[src/rtl/cpu_types_pkg.sv]
// Shared CPU types used by the instruction cache: word type, cache address split,
// frame layout and fill FSM states.
package cpu_types_pkg;

    typedef logic [31:0] word_t;

    // Cache geometry; the icache SETS parameter must match ICACHE_SETS.
    localparam int ICACHE_SETS = 8;
    localparam int IIDX_W      = $clog2(ICACHE_SETS);
    localparam int ITAG_W      = 32 - 3 - IIDX_W;

    typedef struct packed {
        logic [ITAG_W-1:0] tag;
        logic [IIDX_W-1:0] idx;
        logic              blkoff;
        logic [1:0]        bytoff;
    } icachef_t;

    typedef struct packed {
        logic              valid;
        logic [ITAG_W-1:0] tag;
        word_t [1:0]       data;
    } icache_frame_t;

    typedef enum logic [1:0] {
        IDLE,
        FETCH0,
        FETCH1
    } icache_state_t;

endpackage

[src/rtl/icache_if.sv]
// Fetch-side and memory-side signals of the instruction cache. The cache takes the
// slave view; the datapath/memory_control side (or a bench) takes the master view.
interface icache_if;
    import cpu_types_pkg::*;

    logic  imemREN;
    word_t imemaddr;
    logic  ihit;
    word_t imemload;
    logic  iREN;
    word_t iaddr;
    logic  iwait;
    word_t iload;

    modport slave (
        input  imemREN, imemaddr, iwait, iload,
        output ihit, imemload, iREN, iaddr
    );

    modport master (
        output imemREN, imemaddr, iwait, iload,
        input  ihit, imemload, iREN, iaddr
    );

endinterface

[src/rtl/icache_frames.sv]
// Frame storage for the instruction cache: valid/tag/two-word data per set,
// one combinational read port and one synchronous write port.
module icache_frames
    import cpu_types_pkg::*;
#(
    parameter int SETS = ICACHE_SETS
) (
    input  logic              CLK,
    input  logic              nRST,
    input  logic [IIDX_W-1:0] rd_idx,
    output icache_frame_t     rd_frame,
    input  logic              wr_en,
    input  logic [IIDX_W-1:0] wr_idx,
    input  icache_frame_t     wr_frame
);

    logic [SETS-1:0]   valid;
    logic [ITAG_W-1:0] tags  [SETS];
    word_t [1:0]       words [SETS];

    // NOTE: state registers use non-blocking assignments so every flop samples pre-edge values.
    always_ff @(posedge CLK) begin
        if (!nRST) begin
            valid <= '0;
        end else if (wr_en) begin
            valid[wr_idx] <= wr_frame.valid;
        end
    end

    // NOTE: tag and data arrays are deliberately not reset; a cleared valid bit masks them.
    always_ff @(posedge CLK) begin
        if (wr_en) begin
            tags[wr_idx]  <= wr_frame.tag;
            words[wr_idx] <= wr_frame.data;
        end
    end

    assign rd_frame = '{valid: valid[rd_idx], tag: tags[rd_idx], data: words[rd_idx]};

endmodule

[src/rtl/icache.sv]
// Direct-mapped, two-word-block, read-only instruction cache. Hits answer in the same
// cycle; a miss fills the whole block with two sequential reads from memory_control.
module icache
    import cpu_types_pkg::*;
#(
    parameter int SETS  = ICACHE_SETS,
    parameter int CPUID = 0
) (
    input logic      CLK,
    input logic      nRST,
    icache_if.slave  bus
);

    icache_state_t     state, next_state;
    icachef_t          addr;
    logic [ITAG_W-1:0] fill_tag;
    logic [IIDX_W-1:0] fill_idx;
    word_t             fill_word0;
    icache_frame_t     rd_frame, wr_frame;
    logic              wr_en;
    logic              hit;
    logic              fetch_hit;
    word_t             fetch_word;
    logic              mem_ren;
    word_t             mem_addr;
    logic              unused_bits;

    assign addr = icachef_t'(bus.imemaddr);
    // CPUID only picks the memory_control lane at the top-level hookup.
    assign unused_bits = ^{addr.bytoff, CPUID[0]};

    icache_frames #(.SETS(SETS)) u_frames (
        .CLK      (CLK),
        .nRST     (nRST),
        .rd_idx   (addr.idx),
        .rd_frame (rd_frame),
        .wr_en    (wr_en),
        .wr_idx   (fill_idx),
        .wr_frame (wr_frame)
    );

    assign hit = rd_frame.valid && (rd_frame.tag == addr.tag);

    always_comb begin
        wr_frame.valid   = 1'b1;
        wr_frame.tag     = fill_tag;
        wr_frame.data[0] = fill_word0;
        wr_frame.data[1] = bus.iload;
    end

    // NOTE: every output of this block gets a default first, so no path can infer a latch.
    always_comb begin
        next_state = state;
        wr_en      = 1'b0;
        fetch_hit  = 1'b0;
        fetch_word = '0;
        mem_ren    = 1'b0;
        mem_addr   = '0;
        case (state)
            IDLE: begin
                fetch_hit = bus.imemREN && hit && nRST;
                if (fetch_hit) begin
                    fetch_word = rd_frame.data[addr.blkoff];
                end
                if (bus.imemREN && !hit) begin
                    next_state = FETCH0;
                end
            end
            FETCH0: begin
                mem_ren  = 1'b1;
                mem_addr = {fill_tag, fill_idx, 3'b000};
                if (!bus.iwait) begin
                    next_state = FETCH1;
                end
            end
            FETCH1: begin
                mem_ren  = 1'b1;
                mem_addr = {fill_tag, fill_idx, 3'b100};
                if (!bus.iwait) begin
                    next_state = IDLE;
                    wr_en      = 1'b1;
                end
            end
            default: next_state = IDLE;
        endcase
    end

    always_ff @(posedge CLK) begin
        if (!nRST) begin
            state      <= IDLE;
            fill_tag   <= '0;
            fill_idx   <= '0;
            fill_word0 <= '0;
        end else begin
            state <= next_state;
            if (state == IDLE && bus.imemREN && !hit) begin
                fill_tag <= addr.tag;
                fill_idx <= addr.idx;
            end
            if (state == FETCH0 && !bus.iwait) begin
                fill_word0 <= bus.iload;
            end
        end
    end

    assign bus.ihit     = fetch_hit;
    assign bus.imemload = fetch_word;
    assign bus.iREN     = mem_ren;
    assign bus.iaddr    = mem_addr;

endmodule
[src/flat_wrapper.sv]
// flat-port wrapper written by rule: the top's interface ports become plain ports
module icache_flat import cpu_types_pkg::*;
#(
    parameter int SETS  = ICACHE_SETS,
    parameter int CPUID = 0
)
  (CLK, nRST, bus_imemREN, bus_imemaddr, bus_iwait, bus_iload, bus_ihit, bus_imemload, bus_iREN, bus_iaddr);
  icache_if bus_i ();
  input logic CLK;
  input logic nRST;
  input wire logic [$bits(bus_i.imemREN)-1:0] bus_imemREN;
  input wire logic [$bits(bus_i.imemaddr)-1:0] bus_imemaddr;
  input wire logic [$bits(bus_i.iwait)-1:0] bus_iwait;
  input wire logic [$bits(bus_i.iload)-1:0] bus_iload;
  output wire logic [$bits(bus_i.ihit)-1:0] bus_ihit;
  output wire logic [$bits(bus_i.imemload)-1:0] bus_imemload;
  output wire logic [$bits(bus_i.iREN)-1:0] bus_iREN;
  output wire logic [$bits(bus_i.iaddr)-1:0] bus_iaddr;
  assign bus_i.imemREN = bus_imemREN;
  assign bus_i.imemaddr = bus_imemaddr;
  assign bus_i.iwait = bus_iwait;
  assign bus_i.iload = bus_iload;
  assign bus_ihit = bus_i.ihit;
  assign bus_imemload = bus_i.imemload;
  assign bus_iREN = bus_i.iREN;
  assign bus_iaddr = bus_i.iaddr;
  icache #(.SETS(SETS), .CPUID(CPUID)) u_core (.CLK(CLK), .nRST(nRST), .bus(bus_i));
endmodule
[config.mk]
export PLATFORM = sky130hd
export DESIGN_NAME = icache_flat
export DESIGN_NICKNAME = d
export VERILOG_FILES = /design/src/rtl/cpu_types_pkg.sv /design/src/rtl/icache_if.sv /design/src/rtl/icache_frames.sv /design/src/rtl/icache.sv /design/src/flat_wrapper.sv
export SDC_FILE = /design/constraint.sdc
export NUM_CORES = 1
export LEC_CHECK = 0
export CAP_MARGIN = 15
export CORE_ASPECT_RATIO = 1.5
export CORE_MARGIN = 4
export CORE_UTILIZATION = 40
export CTS_CLUSTER_SIZE = 20
export DETAILED_ROUTE_END_ITERATION = 8
export PLACE_DENSITY = 0.56
export SETUP_SLACK_MARGIN = 0.5
export SLEW_MARGIN = 0
export SYNTH_ARGS = -nofsm -noshare
export SYNTH_HDL_FRONTEND = slang
export SYNTH_HIERARCHICAL = 1
export SYNTH_SLANG_ARGS = --single-unit
[constraint.sdc]
create_clock -name CLK -period 23.6 [get_ports CLK]
set_input_delay 3.54 -clock CLK [delete_from_list [all_inputs] [get_ports CLK]]
set_output_delay 3.54 -clock CLK [all_outputs]
set_load 0.02 [all_outputs]
==> impl_metrics.env, run 1 <==
export IMPL_status="finished, final reports clean"
export IMPL_cp_start_kind="input pin"
export IMPL_p_comb_share_pct=5.1
export IMPL_route_vias_total=14570
export IMPL_grt_use_met3_pct=2.480
export IMPL_antenna_found_initial=5
export IMPL_mostFrequentLayoutCell="edfxtp_1"
export IMPL_place_ws_ns=10.90
export IMPL_die_area_um2=83620
export IMPL_drtAntennaViolNets=0
export IMPL_synthFlopType="edfxtp_1"
export IMPL_start_util_pct=40.23
export IMPL_busiest_layer="met2"
export IMPL_rsz0062_at_grt="no"
export IMPL_cts_tree="yes"
export IMPL_gr_usage_all_layers_pct=16.09
export IMPL_insertion_delay_ns=0.62
export IMPL_place_congestion=0.6954
export IMPL_grt_start_max_net_pins=74
export IMPL_clock_skew_ns=0.01574
export IMPL_leakage_nw=11.70
export IMPL_rows=126
export IMPL_cts_clk_slew_worst_paths_ns=0.06
export IMPL_postCtsHoldBufs=0
export IMPL_setup_violations=0
export IMPL_tns_ns=0
export IMPL_cts_resized_gates=0
export IMPL_h_tree_depth=3
export IMPL_clock_tree_root_cell="clkbuf_16"
export IMPL_peakVddDrop_mv=0.04403
export IMPL_synth_edf_count=720
export IMPL_portBuffers=129
export IMPL_layout_common_cells="edfxtp_1 (720), mux4_1 (162), nand2_1 (127)"
export IMPL_grt_overflow=0
export IMPL_tightest_slew_ns=1.111
export IMPL_drt_pre_antenna_iters=5
export IMPL_grt_pass1_wl_um=100600
export IMPL_internal_power_mw=2.298
export IMPL_ios=134
export IMPL_layout_drive_gt1_share_pct=15.48
export IMPL_slew_headroom_pct=25.91
export IMPL_fin_hold_ws_ns=0.5128
export IMPL_synth_seq_area_share_pct=72.95
export IMPL_worstSetupPathType="in2out"
export IMPL_p_seq_share_pct=53.9
export IMPL_path_max_fanout=35
export IMPL_drcViolationCount=0
export IMPL_fin_crit_ns=12.44
export IMPL_use_met1_pct=20.66
export IMPL_hpwl_um=34560
export IMPL_die_h_um=352.2
export IMPL_finalWirelength_um=67560
export IMPL_crit_top_cell="buf_4"
export IMPL_grt_pass1_vias=15720
export IMPL_area_growth_pct=14.95
export IMPL_syn_area_um2=31590
export IMPL_core_area_um2=78510
export IMPL_cp_arrival_ns=8.90
export IMPL_drtIter0Drc=1026
export IMPL_critPathSlowestCell="buf_4"
export IMPL_fmax_ghz=0.08039
export IMPL_synth_cells=1515
export IMPL_p_sw_uw=605.9
export IMPL_pwr_share_clk_pct=41.1
export IMPL_p_per_area_nw_per_um2=79.97
export IMPL_fp_dieW_um=237.4
export IMPL_async_reset_ff_share_pct=0
export IMPL_fin_crit_sh_pct=52.71
export IMPL_ys_ff_latch=791
export IMPL_vias_per_cell=5.310
export IMPL_p_sw_share_pct=20.87
export IMPL_slew_violations=0
export IMPL_rrSetupSlack_ns=20.06
export IMPL_drv_cap=0
export IMPL_setup_slack_ns=11.16
export IMPL_synth_distinct_cells=35
export IMPL_post_cts_setup_buffer_count=0
export IMPL_use_met2_pct=28.50
export IMPL_yosysWarnings=6
export IMPL_finalHoldViolCount=0
export IMPL_synth_area_per_cell_um2=20.85
export IMPL_worstPathCellList="buf_4, buf_4, buf_4, mux2_2, xnor2_1, nand4_1, nor3_1, nand3_2, buf_4, nor2_1, clkdlybuf4s50_1"
export IMPL_wl_per_cell_um=24.63
export IMPL_numCtsBuffers=72
export IMPL_nNetsFinal=1731
export IMPL_end_kind="output port"
export IMPL_total_power_mw=2.904
export IMPL_required_ns=20.06
export IMPL_slowest_delay_ns=0.71
export IMPL_clk_path_buf_depth=3
export IMPL_hold_path_class="reg2reg"
export IMPL_clock_sinks=791
cell usage after synthesis, drive strengths merged (2+ instances only):
cell,number,area (um^2)
buf,47,356.6
mux2,91,1025
mux4,182,4707
a21oi,2,13.76
nand4,7,43.79
ha,5,62.56
conb,2,7.510
and4bb,3,37.54
o21ai,2,10.01
inv,8,30.03
nand4b,3,26.28
nand3,2,10.01
nand2,127,476.7
clkbuf,36,135.1
nor2b,10,62.56
xnor2,26,227.7
and2,29,181.4
edfxtp,720,21620
nor2,32,120.1
dfxtp,71,1421
a21boi,32,240.2
mux2i,70,700.7
state kept, by name, summed over array words and instances (netlist names):
| register | count |
|---|---|
| u_core/u_frames/tags | 208 |
| u_core/state | 2 |
| u_core/fill_word0 | 32 |
| u_core/fill_tag | 26 |
| u_core/u_frames/words | 512 |
| u_core/u_frames/valid | 8 |
| u_core/fill_idx | 3 |
metrics by stage:
stage / utilization [%] / cells / area, um^2
floorplan: - / 1516 / 31590
global placement: 43.16 / 2608 / 33880
detailed placement: 43.16 / 2608 / 33880
CTS: 46.25 / 2742 / 36310
global route: 46.25 / 2742 / 36310
finish: 46.25 / 2743 / 36310
area by class of cell:
type | instances | area [um^2]
Antenna cell | 1 | 2.502
Clock buffer | 89 | 1916
Clock inverter | 45 | 508.0
Fill cell | 6672 | 42200
Inverter | 8 | 40.04
Multi-Input combinational cell | 634 | 8065
Sequential cell | 791 | 23040
Tap cell | 1024 | 1281
Timing Repair Buffer | 151 | 1455
kinds of logic after synthesis:
| kind of cell | after synthesis | synth area share [%] |
|---|---|---|
| adders and majority gates | 5 | 0.1981 |
| muxes | 343 | 20.36 |
| buffers and inverters | 91 | 1.652 |
| and+or+nand+nor | 218 | 3.185 |
| DFF | 791 | 72.95 |
| other | 2 | 0.02378 |
| AOI/OAI and AO/OA | 39 | 0.9110 |
| xor gates and xnor gates | 26 | 0.7209 |
routing by layer:
metal  part of all wire [%]  vias up
met3                    3.7       76
met4                    1.7        4
met2                     52      253
met5                  0.050        -
met1                     42     7715
li1                       -     6517
power by group through the flow:
stage / logic [mW] / registers, mW / clock network, mW
2_1_floorplan: 0.0977 / 1.59 / 0
5_1_grt: 0.158 / 1.57 / 1.29
4_1_cts: 0.151 / 1.56 / 1.23
3_5_place_dp: 0.150 / 1.60 / 0
6_report: 0.147 / 1.56 / 1.19
3_3_place_gp: 0.149 / 1.59 / 0
critical path: cells and delay by family:
family                    cells  cell delay, ns
buffers and inverters         5            2.86
and+or+nand+nor               4            1.65
muxes                         1            0.41
xor gates and xnor gates      1            0.34
worst paths after layout:
| check | to | start | cells after the start |
|---|---|---|---|
| hold / removal | u_core/state[1] | u_core/state[1] | 2 |
| setup / recovery | bus_imemload[15] | bus_imemaddr[4] | 11 |
| hold reg to reg | u_core/state[1] | u_core/state[1] | 2 |
| setup reg to reg | u_core/u_frames/words[4][9] | u_core/state[0] | 5 |
Note: power is estimated with default switching activity, not from simulation.
==> inputs of run 2 (changes only) <==
==> constraint.sdc (replaced) <==
create_clock -name CLK -period 13 [get_ports CLK]
set_input_delay 1.95 -clock CLK [delete_from_list [all_inputs] [get_ports CLK]]
set_output_delay 1.95 -clock CLK [all_outputs]
set_load 0.02 [all_outputs]
==> run 2 against run 1 <==
  * Global-route usage grew 0.26 points
  * Clock power grew 79%
  * Non-clock buffer count grew 4
==> impl_metrics.env, run 2 (synthesized netlist as in run 1, its figures left out) <==
export IMPL_status="finished, final reports clean"
export IMPL_area_growth_pct=15.06
export IMPL_setup_slack_ns=4.030
export IMPL_internal_power_mw=4.125
export IMPL_place_congestion=0.7175
export IMPL_tightest_slew_ns=1.127
export IMPL_clock_sinks=791
export IMPL_insertion_delay_ns=0.63
export IMPL_finalWirelength_um=68960
export IMPL_end_kind="output port"
export IMPL_start_util_pct=40.23
export IMPL_regArea_um2=23040
export IMPL_p_seq_share_pct=54.3
export IMPL_vias_per_cell=5.307
export IMPL_setup_violations=0
export IMPL_antenna_found_initial=3
export IMPL_clk_path_buf_depth=3
export IMPL_core_area_um2=78510
export IMPL_place_ws_ns=3.811
export IMPL_p_comb_share_pct=5.1
export IMPL_route_vias_total=14620
export IMPL_grt_start_max_net_pins=79
export IMPL_p_per_area_nw_per_um2=144.1
export IMPL_grt_pass1_wl_um=102300
export IMPL_clock_skew_ns=0.02299
export IMPL_die_area_um2=83620
export IMPL_drtIter0Drc=865
export IMPL_mostFrequentLayoutCell="edfxtp_1"
export IMPL_nNetsFinal=1739
export IMPL_slew_headroom_pct=24.83
export IMPL_post_cts_setup_buffer_count=0
export IMPL_clock_tree_root_cell="clkbuf_16"
export IMPL_cp_start_kind="input pin"
export IMPL_h_tree_depth=3
export IMPL_rsz0062_at_grt="no"
export IMPL_largestRegisters="u_core/u_frames/words x512, u_core/u_frames/tags x208, u_core/fill_word0 x32"
export IMPL_postCtsHoldBufs=0
export IMPL_cts_tree="yes"
export IMPL_drv_cap=0
export IMPL_p_sw_mw=1.113
export IMPL_portBuffers=129
export IMPL_regMostFlops="u_core/u_frames/words"
export IMPL_ios=134
export IMPL_gr_usage_all_layers_pct=16.35
export IMPL_layout_common_cells="edfxtp_1 (720), mux4_1 (162), nand2_1 (127)"
export IMPL_required_ns=11.05
export IMPL_total_power_mw=5.238
export IMPL_multiInputGateArea_um2=8074
export IMPL_drtAntennaViolNets=0
export IMPL_cts_clk_slew_worst_paths_ns=0.06
export IMPL_hpwl_um=35400
export IMPL_finalHoldViolCount=0
export IMPL_worstSetupPathType="in2out"
export IMPL_grt_overflow=0
export IMPL_hold_path_class="reg2reg"
export IMPL_fill_cells=6634
export IMPL_cp_arrival_ns=7.02
export IMPL_fin_crit_sh_pct=69.00
export IMPL_slew_violations=0
export IMPL_die_h_um=352.2
export IMPL_leakage_nw=11.71
export IMPL_largest_reg_flops=512
export IMPL_path_max_fanout=78
export IMPL_fin_crit_ns=8.970
export IMPL_layout_drive_gt1_share_pct=15.55
export IMPL_numCtsBuffers=76
export IMPL_utilization_pct=46.29
export IMPL_fmax_ghz=0.1115
export IMPL_p_sw_share_pct=21.25
export IMPL_tns_ns=0
export IMPL_fp_dieW_um=237.4
export IMPL_drt_pre_antenna_iters=5
export IMPL_drcViolationCount=0
export IMPL_peakVddDrop_mv=0.1132
export IMPL_grt_pass1_vias=15650
export IMPL_pwr_share_clk_pct=40.6
export IMPL_rows=126
export IMPL_cts_resized_gates=0
export IMPL_wl_per_cell_um=25.03
run 2: worst paths after layout:
| path | endpoint | cells past startpoint | start | slack (ns) |
|---|---|---|---|---|
| min | u_core/state[1] | 2 | u_core/state[1] | 0.52 |
| min reg2reg | u_core/state[1] | 2 | u_core/state[1] | 0.52 |
| max reg2reg | u_core/u_frames/words[1][62] | 5 | u_core/state[0] | 9.43 |
| max | bus_imemload[6] | 11 | bus_imemaddr[5] | 4.03 |
run 2: per-layer routing:
| layer | GRT usage [%] | part of all wire [%] |
|---|---|---|
| met2 | 28.76 | 53 |
| met3 | 2.245 | 3.5 |
| met1 | 21.10 | 42 |
| met4 | 5.059 | 2.0 |
| met5 | 0 | 0.039 |
run 2: cell type report:
class | count | area share (%)
flip-flops and latches | 791 | 63.40
inverters | 8 | 0.1102
diodes | 1 | 0.006885
clock inverters | 40 | 0.9708
repair buffers | 155 | 4.079
clock buffers | 102 | 5.694
multi-input cells | 634 | 22.21
well taps | 1024 | 3.525
run 2: power groups by stage:
stage / clock network [mW] / registers (mW) / logic, mW
floorplan: 0 / 2.88 / 0.177
global placement: 0 / 2.89 / 0.273
detailed placement: 0 / 2.90 / 0.275
CTS: 2.20 / 2.84 / 0.276
global route: 2.29 / 2.85 / 0.292
finish: 2.13 / 2.84 / 0.269
run 2: metrics by stage:
step           instance area, um^2  instances  hold WS [ns]
2_1_floorplan                31600       1516        0.4677
3_3_place_gp                 33920       2612        0.4814
3_5_place_dp                 33920       2612        0.5099
4_1_cts                      36340       2754        0.5248
5_1_grt                      36340       2755        0.5504
6_report                     36340       2755        0.5248
run 2: critical path: stages:
cell and delay [ns]:
buf_6 0.60, buf_4 0.85, mux4_1 0.41, mux2_2 0.29, xnor2_1 0.25, nand4_1 0.13
nor3_1 0.55, nand3_2 0.68, buf_4 0.47, nor2_1 0.15, clkdlybuf4s50_1 0.63
==> inputs of run 3 (changes only) <==
==> constraint.sdc (replaced) <==
create_clock -name CLK -period 9.1 [get_ports CLK]
set_input_delay 1.365 -clock CLK [delete_from_list [all_inputs] [get_ports CLK]]
set_output_delay 1.365 -clock CLK [all_outputs]
set_load 0.02 [all_outputs]
==> run 3 against run 2 <==
  * Clock power rose by 44%
  * Core utilization barely moved
  * Via count barely moved
  * Hold slack got worse by 0.0027 ns
  * Final cell count barely moved
  * Count of clock-buffer cells in the layout rose by 4
  * Critical path depth did not move
  * Total power rose by 43%
  * Largest power group unchanged
==> impl_metrics.env, run 3 (synthesized netlist as in run 1, its figures left out) <==
export IMPL_status="finished, final reports clean"
export IMPL_grt_pass1_wl_um=101500
export IMPL_cts_tree="yes"
export IMPL_largestRegisters="u_core/u_frames/words x512, u_core/u_frames/tags x208, u_core/fill_word0 x32"
export IMPL_antenna_found_initial=3
export IMPL_start_util_pct=40.23
export IMPL_p_comb_share_pct=5.1
export IMPL_vias_per_cell=5.308
export IMPL_setup_slack_ns=1.844
export IMPL_postPlaceCellArea_um2=33950
export IMPL_drt_pre_antenna_iters=5
export IMPL_clock_skew_ns=0.02300
export IMPL_n_antenna_cell=0
export IMPL_wl_per_cell_um=24.76
export IMPL_worstSetupPathType="in2out"
export IMPL_rsz0062_at_grt="no"
export IMPL_fin_crit_sh_pct=79.74
export IMPL_place_ws_ns=1.662
export IMPL_dp_cells=2616
export IMPL_clock_sinks=791
export IMPL_slew_headroom_pct=30.93
export IMPL_hold_start="u_core/u_frames/valid[1]"
export IMPL_utilization_pct=46.32
export IMPL_postCtsHoldBufs=0
export IMPL_setup_violations=0
export IMPL_tns_ns=0
export IMPL_grt_pass1_vias=15860
export IMPL_drtIter0Drc=958
export IMPL_peakVddDrop_mv=0.1621
export IMPL_end_kind="output port"
export IMPL_gr_usage_all_layers_pct=16.17
export IMPL_pwr_share_clk_pct=40.8
export IMPL_required_ns=7.74
export IMPL_portBuffers=129
export IMPL_die_area_um2=83620
export IMPL_route_vias_total=14620
export IMPL_finalHoldViolCount=0
export IMPL_post_cts_setup_buffer_count=0
export IMPL_clock_tree_root_cell="clkbuf_16"
export IMPL_numCtsBuffers=74
export IMPL_r2r_start="u_core/state[0]"
export IMPL_drcViolationCount=0
export IMPL_grt_start_max_net_pins=63
export IMPL_design_area_um2=36360
export IMPL_cts_clk_slew_worst_paths_ns=0.06
export IMPL_area_growth_pct=15.12
export IMPL_leakage_nw=11.71
export IMPL_final_cells=2754
export IMPL_cp_arrival_ns=5.89
export IMPL_drtAntennaViolNets=0
export IMPL_path_max_fanout=62
export IMPL_p_sw_mw=1.557
export IMPL_crit_start="bus_imemaddr[3]"
export IMPL_largest_reg_flops=512
export IMPL_layout_common_cells="edfxtp_1 (720), mux4_1 (162), nand2_1 (127)"
export IMPL_core_area_um2=78510
export IMPL_layout_drive_gt1_share_pct=14.97
export IMPL_die_h_um=352.2
export IMPL_place_congestion=0.7122
export IMPL_slew_violations=0
export IMPL_hold_path_class="reg2reg"
export IMPL_fp_dieW_um=237.4
export IMPL_ios=134
export IMPL_drv_cap=0
export IMPL_nNetsFinal=1741
export IMPL_internal_power_mw=5.941
export IMPL_hpwl_um=35850
export IMPL_fmax_ghz=0.1378
export IMPL_p_seq_share_pct=54.1
export IMPL_tightest_slew_ns=1.036
export IMPL_fin_crit_ns=7.256
export IMPL_p_sw_share_pct=20.77
export IMPL_mostFrequentLayoutCell="edfxtp_1"
export IMPL_h_tree_depth=3
export IMPL_regMostFlops="u_core/u_frames/words"
export IMPL_rows=126
export IMPL_cp_start_kind="input pin"
export IMPL_clk_path_buf_depth=3
export IMPL_cts_resized_gates=0
export IMPL_p_per_area_nw_per_um2=206.2
export IMPL_grt_overflow=0
export IMPL_finalWirelength_um=68190
export IMPL_insertion_delay_ns=0.62
run 3: power by group through the flow:
stage | clock network, mW | logic [mW] | registers, mW
after CTS | 3.15 | 0.396 | 4.06
after floorplan | 0 | 0.253 | 4.12
final | 3.06 | 0.384 | 4.06
after global placement | 0 | 0.391 | 4.13
after detailed placement | 0 | 0.395 | 4.14
after global routing | 3.29 | 0.415 | 4.07
run 3: layout make-up:
cell class | instances | area, um^2
Clock buffer | 106 | 2087
Multi-Input combinational cell | 634 | 8074
Clock inverter | 32 | 326.6
Sequential cell | 791 | 23040
Fill cell | 6640 | 42150
Timing Repair Buffer | 159 | 1513
Tap cell | 1024 | 1281
Inverter | 8 | 40.04
run 3: worst paths after layout:
path | cells past startpoint | endpoint | slack, ns
worst max-delay path | 11 | bus_imemload[13] | 1.84
worst max register to register | 6 | u_core/u_frames/words[3][34] | 5.66
worst min register to register | 2 | u_core/u_frames/valid[1] | 0.52
worst min-delay path | 2 | u_core/u_frames/valid[1] | 0.52
run 3: worst max-delay path: stages:
cell and delay [ns]:
buf_8 0.47, buf_4 0.44, mux4_1 0.60, mux2_2 0.28, xnor2_1 0.26, nand4_1 0.26
nor4_4 0.34, nand3_2 0.55, buf_4 0.45, nor2_1 0.15, clkdlybuf4s50_1 0.62
run 3: routing by layer:
metal | wire [um] | part of all wire (%) | track usage [%]
met4 | 1788 | 2.6 | 5.339
met1 | 27770 | 41 | 20.21
met3 | 2631 | 3.9 | 2.347
met5 | 31 | 0.045 | 0
met2 | 35960 | 53 | 28.90
run 3: metrics by stage:
step                total power [mW]  hold WS [ns]
finish                         7.499        0.5222
global route                   7.774        0.5479
CTS                            7.600        0.5254
detailed placement             4.533        0.5114
global placement               4.522        0.4811
floorplan                      4.375        0.4677
